`src/rtl/priority_irq_encoder.sv`:
```
// Registered N-input priority encoder with sticky, edge-latched pending requests.
// Optional rotating priority is enabled by defining ROUND_ROBIN_EN.
module priority_irq_encoder #(
    parameter int N     = 8,
    parameter int IDX_W = 3,
    parameter int CNT_W = 8
) (
    input  logic             clk,
    input  logic             rst_n,
    input  logic [N-1:0]     req,
    input  logic             out_ack,
    output logic [IDX_W-1:0] out_idx,
    output logic             out_valid,
    output logic [N-1:0]     pend,
    output logic             any,
    output logic [CNT_W-1:0] drop_cnt
);
    localparam int PC_W  = $clog2(N + 1);
    localparam int SUM_W = CNT_W + PC_W + 1;

    typedef enum logic {IDLE = 1'b0, SHOW = 1'b1} state_t;

    state_t           state;
    state_t           state_d;
    logic [N-1:0]     req_q;
    logic [N-1:0]     ev;
    logic [N-1:0]     clr;
    logic [N-1:0]     lost;
    logic [N-1:0]     pend_d;
    logic [IDX_W-1:0] idx_d;
    logic [IDX_W-1:0] sel;
    logic [PC_W-1:0]  lost_cnt;
    logic [SUM_W-1:0] drop_sum;
    logic [CNT_W-1:0] drop_d;
    logic             ack_fire;

    // Handshake: out_idx is held while out_valid=1; a transfer happens on a
    // clock edge where out_valid & out_ack are both 1. out_ack is ignored otherwise.
    assign out_valid = (state == SHOW);
    assign any       = |pend;

    always_comb begin
        ack_fire = out_valid & out_ack;
        ev       = req & ~req_q;
        clr      = '0;
        for (int i = 0; i < N; i++) begin
            clr[i] = ack_fire && (out_idx == IDX_W'(i));
        end
        // An edge on a bit being cleared re-arms it rather than counting as lost.
        lost     = ev & pend & ~clr;
        pend_d   = ev | (pend & ~clr);
        lost_cnt = '0;
        for (int i = 0; i < N; i++) begin
            lost_cnt = lost_cnt + PC_W'(lost[i]);
        end
        drop_sum = SUM_W'(drop_cnt) + SUM_W'(lost_cnt);
        if (drop_sum > SUM_W'({CNT_W{1'b1}})) begin
            drop_d = '1;
        end else begin
            drop_d = drop_sum[CNT_W-1:0];
        end
    end

`ifdef ROUND_ROBIN_EN
    logic [IDX_W-1:0] ptr;
    logic [IDX_W-1:0] ptr_d;
    logic [IDX_W-1:0] rr_j;

    // Scan ptr, ptr-1, ... with wrap; the last hit assigned (offset 0) wins.
    always_comb begin
        sel  = '0;
        rr_j = '0;
        for (int off = N - 1; off >= 0; off--) begin
            rr_j = IDX_W'((int'(ptr) - off + N) % N);
            if (pend[rr_j]) begin
                sel = rr_j;
            end
        end
    end

    always_comb begin
        ptr_d = ptr;
        if (ack_fire) begin
            ptr_d = (out_idx == '0) ? IDX_W'(N - 1) : out_idx - IDX_W'(1);
        end
    end

    always_ff @(posedge clk) begin
        if (!rst_n) begin
            ptr <= IDX_W'(N - 1);
        end else begin
            ptr <= ptr_d;
        end
    end
`else
    always_comb begin
        sel = '0;
        for (int i = 0; i < N; i++) begin
            if (pend[i]) begin
                sel = IDX_W'(i);
            end
        end
    end
`endif

    // Selection looks at the registered pend, so a new edge takes two cycles to show.
    always_comb begin
        state_d = state;
        idx_d   = out_idx;
        case (state)
            IDLE: begin
                if (any) begin
                    idx_d   = sel;
                    state_d = SHOW;
                end
            end
            SHOW: begin
                if (out_ack) begin
                    idx_d   = '0;
                    state_d = IDLE;
                end
            end
            default: begin
                idx_d   = '0;
                state_d = IDLE;
            end
        endcase
    end

    always_ff @(posedge clk) begin
        if (!rst_n) begin
            state    <= IDLE;
            out_idx  <= '0;
            pend     <= '0;
            req_q    <= '0;
            drop_cnt <= '0;
        end else begin
            state    <= state_d;
            out_idx  <= idx_d;
            pend     <= pend_d;
            req_q    <= req;
            drop_cnt <= drop_d;
        end
    end

endmodule
```
`config.mk`:
```
export PLATFORM = sky130hd
export DESIGN_NAME = priority_irq_encoder
export DESIGN_NICKNAME = d
export VERILOG_FILES = /design/src/rtl/priority_irq_encoder.sv
export SDC_FILE = /design/constraint.sdc
export NUM_CORES = 1
export LEC_CHECK = 0
export ABC_AREA = 1
export BUFFER_PORTS_ARGS = -buffer_cell sky130_fd_sc_hd__buf_2
export CAP_MARGIN = 20
export CORE_UTILIZATION = 50
export DETAILED_ROUTE_END_ITERATION = 6
export GPL_TIMING_DRIVEN = 0
export PLACE_DENSITY = 0.75
export SLEW_MARGIN = 20
export SYNTH_ARGS = -nofsm -noshare
export SYNTH_HDL_FRONTEND = slang
export SYNTH_SLANG_ARGS = --single-unit
```
`constraint.sdc`:
```
create_clock -name clk -period 4.8 [get_ports clk]
set_clock_uncertainty 0.1 [all_clocks]
set_input_delay 0.48 -clock clk [delete_from_list [all_inputs] [get_ports clk]]
set_output_delay 0.48 -clock clk [all_outputs]
set_load 0.1 [all_outputs]
```
======== Word level (Yosys, flattened, before mapping) ========
Cells that the tools add are included.
W data, S select, Z words.
cells by class
  add/subtract/negate cells ............... 8
  order comparisons ....................... 1
  eq/ne operators ......................... 9
  mux-type cells .......................... 14
  bitwise logic cells ..................... 9
  reduce and logical (&&, ||, !) cells .... 11
operator list
  operator              number
  $and A8 B8 Y8         4
  $mux W3               8
  $add A4 B1 Y4         4
  $not A8 Y8            2
  $eq A3 B3 Y1 const B  4
  $add A8 B4 Y9         1
  $gt A9 B8 Y1 const B  1
  $logic_and A1 B1 Y1   8
  $mux W8               1
  $or A8 B8 Y8          1
  $reduce_or A8 Y1      1
  $eq A3 B2 Y1 const B  2
  $pmux W3 S2           1
  $add A3 B1 Y4         1
  $ne A2 B2 Y1 const B  2
  $add A2 B1 Y3         1
  $eq A3 B1 Y1 const B  1
  $logic_not A3 Y1      1
  $mux W1               3
  $add A1 B1 Y2         1
  $pmux W1 S2           1
  $reduce_and A2 Y1     1
  $and A1 B1 Y1         1
  $not A1 Y1            1
storage, ports and cells
  register bits ........................... 28
  output and inout port bits .............. 21
  logic and storage cells ................. 57

======== Longest topological paths before layout ========
  depth after elaboration ................. 14
  gate-level depth with buffers ........... 19
  mapped depth without buffers ............ 19

======== Worst setup path after synthesis ========
Ideal clock, no wire load.
  kind .................................... reg-to-reg
  start point ............................. register state (netlist: out_valid)
  end point ............................... register drop_cnt[7]
  library setup time ...................... 0.063 ns
  arrival ................................. 4.541 ns
  required time ........................... 4.637 ns
  slack ................................... 0.096 ns
  cell stages (with the launch flop) ...... 19
  buffers on the path ..................... 0
  clock period less this slack ............ 4.704 ns
  path through ............................ dfxtp_1 > nand2_1 > nor2_1 > nand2_1 > nand2_1 > nor2_1 > fa_1 > inv_1 > fa_1 > inv_1 > fa_1 > fa_1 > inv_1 > fa_1 > o21ai_2 > nand3b_4 > nand2_1 > nor2_1 > nor2_2
on the way
  word-level cells in the longest chain between the ends .. 14
  elaborated cells on any way between the ends .. 21
  classes of those cells .................. add/sub (8); order compare (1); mux (1); bitwise (3); reduce/logical (8)
ends and longest elaborated chain
  what                         RTL line  RTL
  start: declaration           23        state_t state;
  start signal: assignment     138       state <= state_d;
  $and A1 B1 Y1 (*)            43        ack_fire = out_valid & out_ack;
  $logic_and A1 B1 Y1          47        clr[i] = ack_fire && (out_idx == IDX_W'(i));
  $not A8 Y8 (*)               50        lost = ev & pend & ~clr;
  $and A8 B8 Y8 (*)            50
  $add A1 B1 Y2                54        lost_cnt = lost_cnt + PC_W'(lost[i]);
  $add A2 B1 Y3                54
  $add A3 B1 Y4                54
  $add A4 B1 Y4 (3 in series)  54
  $add A4 B1 Y4 (*)            54
  $add A8 B4 Y9 (*)            56        drop_sum = SUM_W'(drop_cnt) + SUM_W'(lost_cnt);
  $gt A9 B8 Y1                 57        if (drop_sum > SUM_W'({CNT_W{1'b1}})) begin
  $mux W8 (*)                  57
  end signal: assignment       142       drop_cnt <= drop_d;
  end: declaration             16        output logic [CNT_W-1:0] drop_cnt
Every way passes the cells marked *; elsewhere a longest branch is shown, timed or not.
A chain may end at the register's enable or synchronous reset.

======== Worst setup path after layout ========
Ends and elaborated chain as after synthesis.

==> flow_summary.yaml <==
outcome:
  outcome: "complete, no violations"
power:
  intPower_mw: 0.3989
  leakage_power_of_the_design_nw: 0.9320
  p_per_area_nw_per_um2: 419.7
  switchingPower_mw: 0.2994
  clockPowerShare_pct: 22.1
  seq_power_share_pct: 38.9
  power.share.combinational_pct: 39.0
  vdd_ir_drop_max_mv: 0.2989
  power_switching_share_pct: 42.88
setup_path:
  r2r.worst_path.cells: 18
  r2r_setup_slack_ns: 0.59
  timing.critical_path.slowest_cell_delay_ns: 0.56
  rr_endpoint: "drop_cnt[7]"
  path_cells: "nand2_1 -> nor2_1 -> nand2_1 -> nand2_1 -> nor2_1 -> fa_1 -> inv_1 -> fa_1 -> inv_1 -> fa_1 -> fa_1 -> inv_1 -> fa_1 -> o21ai_2 -> nand3b_4 -> nand2_1 -> nor2_1 -> nor2_2"
  critical_path_class: "register to register"
  cp_max_fo: 7
  worst_path_most_repeated_cell: "sky130_fd_sc_hd__fa_1"
  required_ns: 4.98
  critPathBufInv: 3
  worst_ep_arrival_time_ns: 4.40
  top_cell_family_by_delay_on_the_critical_path: "adder cells"
  timing.critical_path.from_type: "register"
  cell_at_the_slowest_stage_of_the_critical_path: "sky130_fd_sc_hd__fa_1"
  worst_setup_path_end_kind: "register"
  reg_to_reg_startpoint: "out_valid"
final_layout:
  fillCellCount: 243
  layout.area.seq_um2: 560.5
  finalNetCount: 250
  drive_gt1_share_pct: 17.62
  areaGrowthSynthToFinish_pct: 17.28
  area_of_combinational_cells_with_multiple_inputs_um2: 706.9
  num_antenna_cells: 0
sta:
  fin_ws_ns: 0.5883
  period_share_pct: 87.74
  hold_viol: 0
  setup_tns_ns: 0
  grt_setup_unrepaired: "false"
  timing.final.max_slew_violations: 0
  final.min_clock_period_ns: 4.212
  setup_viol_count_final: 0
  worst_slew_pin_slew_ns: 0.5149
  fmaxAchievable_mhz: 237.4
  slew-limit-headroom_pct: 65.68
yosys:
  syn_avg_cell_area_um2: 7.390
  synthArstFlopShare_pct: 0
  xor_and_xnor_fraction_of_the_mapped_netlist_area_pct: 1.852
  net_count_of_the_mapped_netlist: 214
  mappedNetlistArea_um2: 1419
  synthesis.instances: 192
  most_instantiated_library_cell_after_synthesis: "sky130_fd_sc_hd__nand2_1"
  dominant_combinational_cell_family_by_area_after_synthesis: "simple AND/OR/NAND/NOR gates"
  synth.lib_cells_used.distinct: 22
  synth_top_cells_by_count: "sky130_fd_sc_hd__nand2_1 (53), sky130_fd_sc_hd__inv_1 (37), sky130_fd_sc_hd__dfxtp_1 (28)"
  yosys.area_share.adder_pct: 12.35
  synth_compound_area_share_pct: 11.20
  cell_taking_the_most_area_after_synthesis: "sky130_fd_sc_hd__dfxtp_1"
  ys_top_cells_by_area: "sky130_fd_sc_hd__dfxtp_1 (40%), sky130_fd_sc_hd__nand2_1 (14%), sky130_fd_sc_hd__inv_1 (9.8%)"
  synth_sequential_area_ratio_pct: 39.51
  synth_seq_cells: 28
  yosys_warning_total: 0
  synthSimpleGateAreaFrac_pct: 24.43
  postSynth.topFlopCell: "sky130_fd_sc_hd__dfxtp_1"
  synth_top_cell_area_share_pct: 39.51
  synth_enable_flop_cells: 0
  synth.mux.area_fraction_pct: 0
grt:
  antenna_found_initial: 0
  grt_pass1_vias: 1254
  grt_start_max_net_pins: 17
  first_pass_grt_wire_length_um: 5140
  overflow: 0
  gr-usage-all-layers_pct: 21.43
clocking:
  postCtsResizedCells: 0
  clock_pin_slew_on_the_worst_setup_and_hold_paths_ns: 0.15
  library_cell_used_as_clock_root_buffer: "sky130_fd_sc_hd__clkbuf_4"
  numClockSinks: 28
  cts_buffers: 3
  post_cts.repair.setup_buffers: 0
  clock_tree.htree_level_count: 1
  clk_latency_ns: 0.33
  cts_hold_repair.buffers: 0
  cts_tree: "done"
  deepest_clock_path_buffer_count: 2
detailed_routing:
  ant_nets: 0
  dr_total_vias: 1286
  detail_route.first_pass.iterations: 4
  routedWlPerCell_um: 11.97
  initialDrtViolationCount: 53
  detail_route.vias_per_cell: 5.004
  drc_errors: 0
  finalWirelength_um: 3076
floorplanning:
  boundaryPins: 32
  die_area_um2: 3055
  core_um2: 2567
  die-width_um: 55.27
  fp-row-count: 18
  initial_utilization_pct: 55.26
  die_y_um: 55.27
placement:
  pre_cts_ws_ns: 0.4719
  dp.final_hpwl_um: 2446
  port_buffers: 31
  place_congestion: 0.8476
worst_hold_path:
  min_delay_worst_endpoint: "req_q[3]"
  critical_hold_path_startpoint: "req[3]"
  min_path_cells: 3
  worst_hold_path_type: "input pin to register"
flow_run:
  timing.max_cap.violations: 0
final cells by class:
cell class                 count  share of cell area, %
multi-input combinational    124                  42.48
sequential                    28                  33.68
timing repair buffer          31                  9.323
inverter                      38                  8.571
tap                           30                  2.256
clock inverter                 1                  1.805
clock buffer                   3                  1.353
buffer                         2                 0.5263
cells by family after synthesis:
kind of cell / Yosys count
xor+xnor: 3
buf+inv: 40
simple gates: 82
fa+ha+maj: 11
compound gates: 28
flops: 28
per-layer routing:
layer / up-vias / part of all wire [%] / GRT usage [%]
li1: 660 / - / -
met1: 572 / 44 / 25.34
met2: 44 / 48 / 35.97
met3: 10 / 5.6 / 5.621
met4: 0 / 2.6 / 10.36
met5: - / 0 / 0
state kept, by name, summed over array words and instances, names as in the netlist:
name / count
out_idx: 3
drop_cnt: 8
out_valid: 1
req_q: 8
pend: 8
worst register-to-register path: cells and delay by family, from the launching register on:
family / cells / cell delay, ns
fa+ha+maj: 5 / 2.22
compound gates: 1 / 0.31
simple gates: 9 / 0.95
flops: 1 / 0.42
buf+inv: 3 / 0.18
worst max path at each step:
stage | from | to | slack, ns | depth (start not counted)
after floorplan | out_valid | drop_cnt[7] | 0.1 | 18
after global placement | out_ack | drop_cnt[0] | 0.53 | 17
after detailed placement | out_ack | drop_cnt[7] | 0.47 | 19
after CTS | out_valid | drop_cnt[7] | 0.60 | 18
after global routing | out_valid | drop_cnt[7] | 0.39 | 18
final | out_valid | drop_cnt[7] | 0.59 | 18
placed cells by master, fill, tap and decap left out:
master | synthesis | final
sky130_fd_sc_hd__nand2_1 | 53 | 53
sky130_fd_sc_hd__inv_1 | 37 | 37
sky130_fd_sc_hd__buf_2 | 1 | 32
sky130_fd_sc_hd__dfxtp_1 | 28 | 28
sky130_fd_sc_hd__a21oi_1 | 20 | 20
sky130_fd_sc_hd__nor2_1 | 15 | 15
sky130_fd_sc_hd__nand3_1 | 8 | 8
sky130_fd_sc_hd__ha_1 | 6 | 6
sky130_fd_sc_hd__fa_1 | 5 | 5
sky130_fd_sc_hd__o31ai_1 | 3 | 3
sky130_fd_sc_hd__nand4_1 | 3 | 3
sky130_fd_sc_hd__clkbuf_4 | 0 | 3
sky130_fd_sc_hd__o21ai_0 | 2 | 2
sky130_fd_sc_hd__xnor2_1 | 2 | 2
sky130_fd_sc_hd__or2_2 | 1 | 1
sky130_fd_sc_hd__o21ai_2 | 1 | 1
sky130_fd_sc_hd__nand3b_4 | 1 | 1
sky130_fd_sc_hd__clkinv_1 | 1 | 1
sky130_fd_sc_hd__buf_1 | 1 | 1
sky130_fd_sc_hd__nor2_2 | 1 | 1
sky130_fd_sc_hd__o211a_1 | 1 | 1
sky130_fd_sc_hd__o211ai_1 | 1 | 1
sky130_fd_sc_hd__xor2_1 | 1 | 1
sky130_fd_sc_hd__bufinv_16 | 0 | 1
power by group through the flow:
stage | sequential [mW] | clock, mW | combinational [mW]
3_5_place_dp | 0.277 | 0 | 0.271
2_1_floorplan | 0.402 | 0 | 0.0947
6_report | 0.272 | 0.154 | 0.272
3_3_place_gp | 0.276 | 0 | 0.262
4_1_cts | 0.272 | 0.158 | 0.273
5_1_grt | 0.275 | 0.171 | 0.294
stage by stage:
stage	std cells	hold WS, ns	total power, mW	cell area (um^2)	util (%)
after floorplan	192	0.3705	0.4968	1419	-
after CTS	257	0.2191	0.7023	1664	64.81
after global routing	257	0.1971	0.7396	1664	64.81
final	257	0.2269	0.6984	1664	64.81
after detailed placement	253	0.4001	0.5483	1612	62.77
after global placement	253	0.3781	0.5372	1612	62.77
No activity file was read; power rests on OpenSTA's default activity.
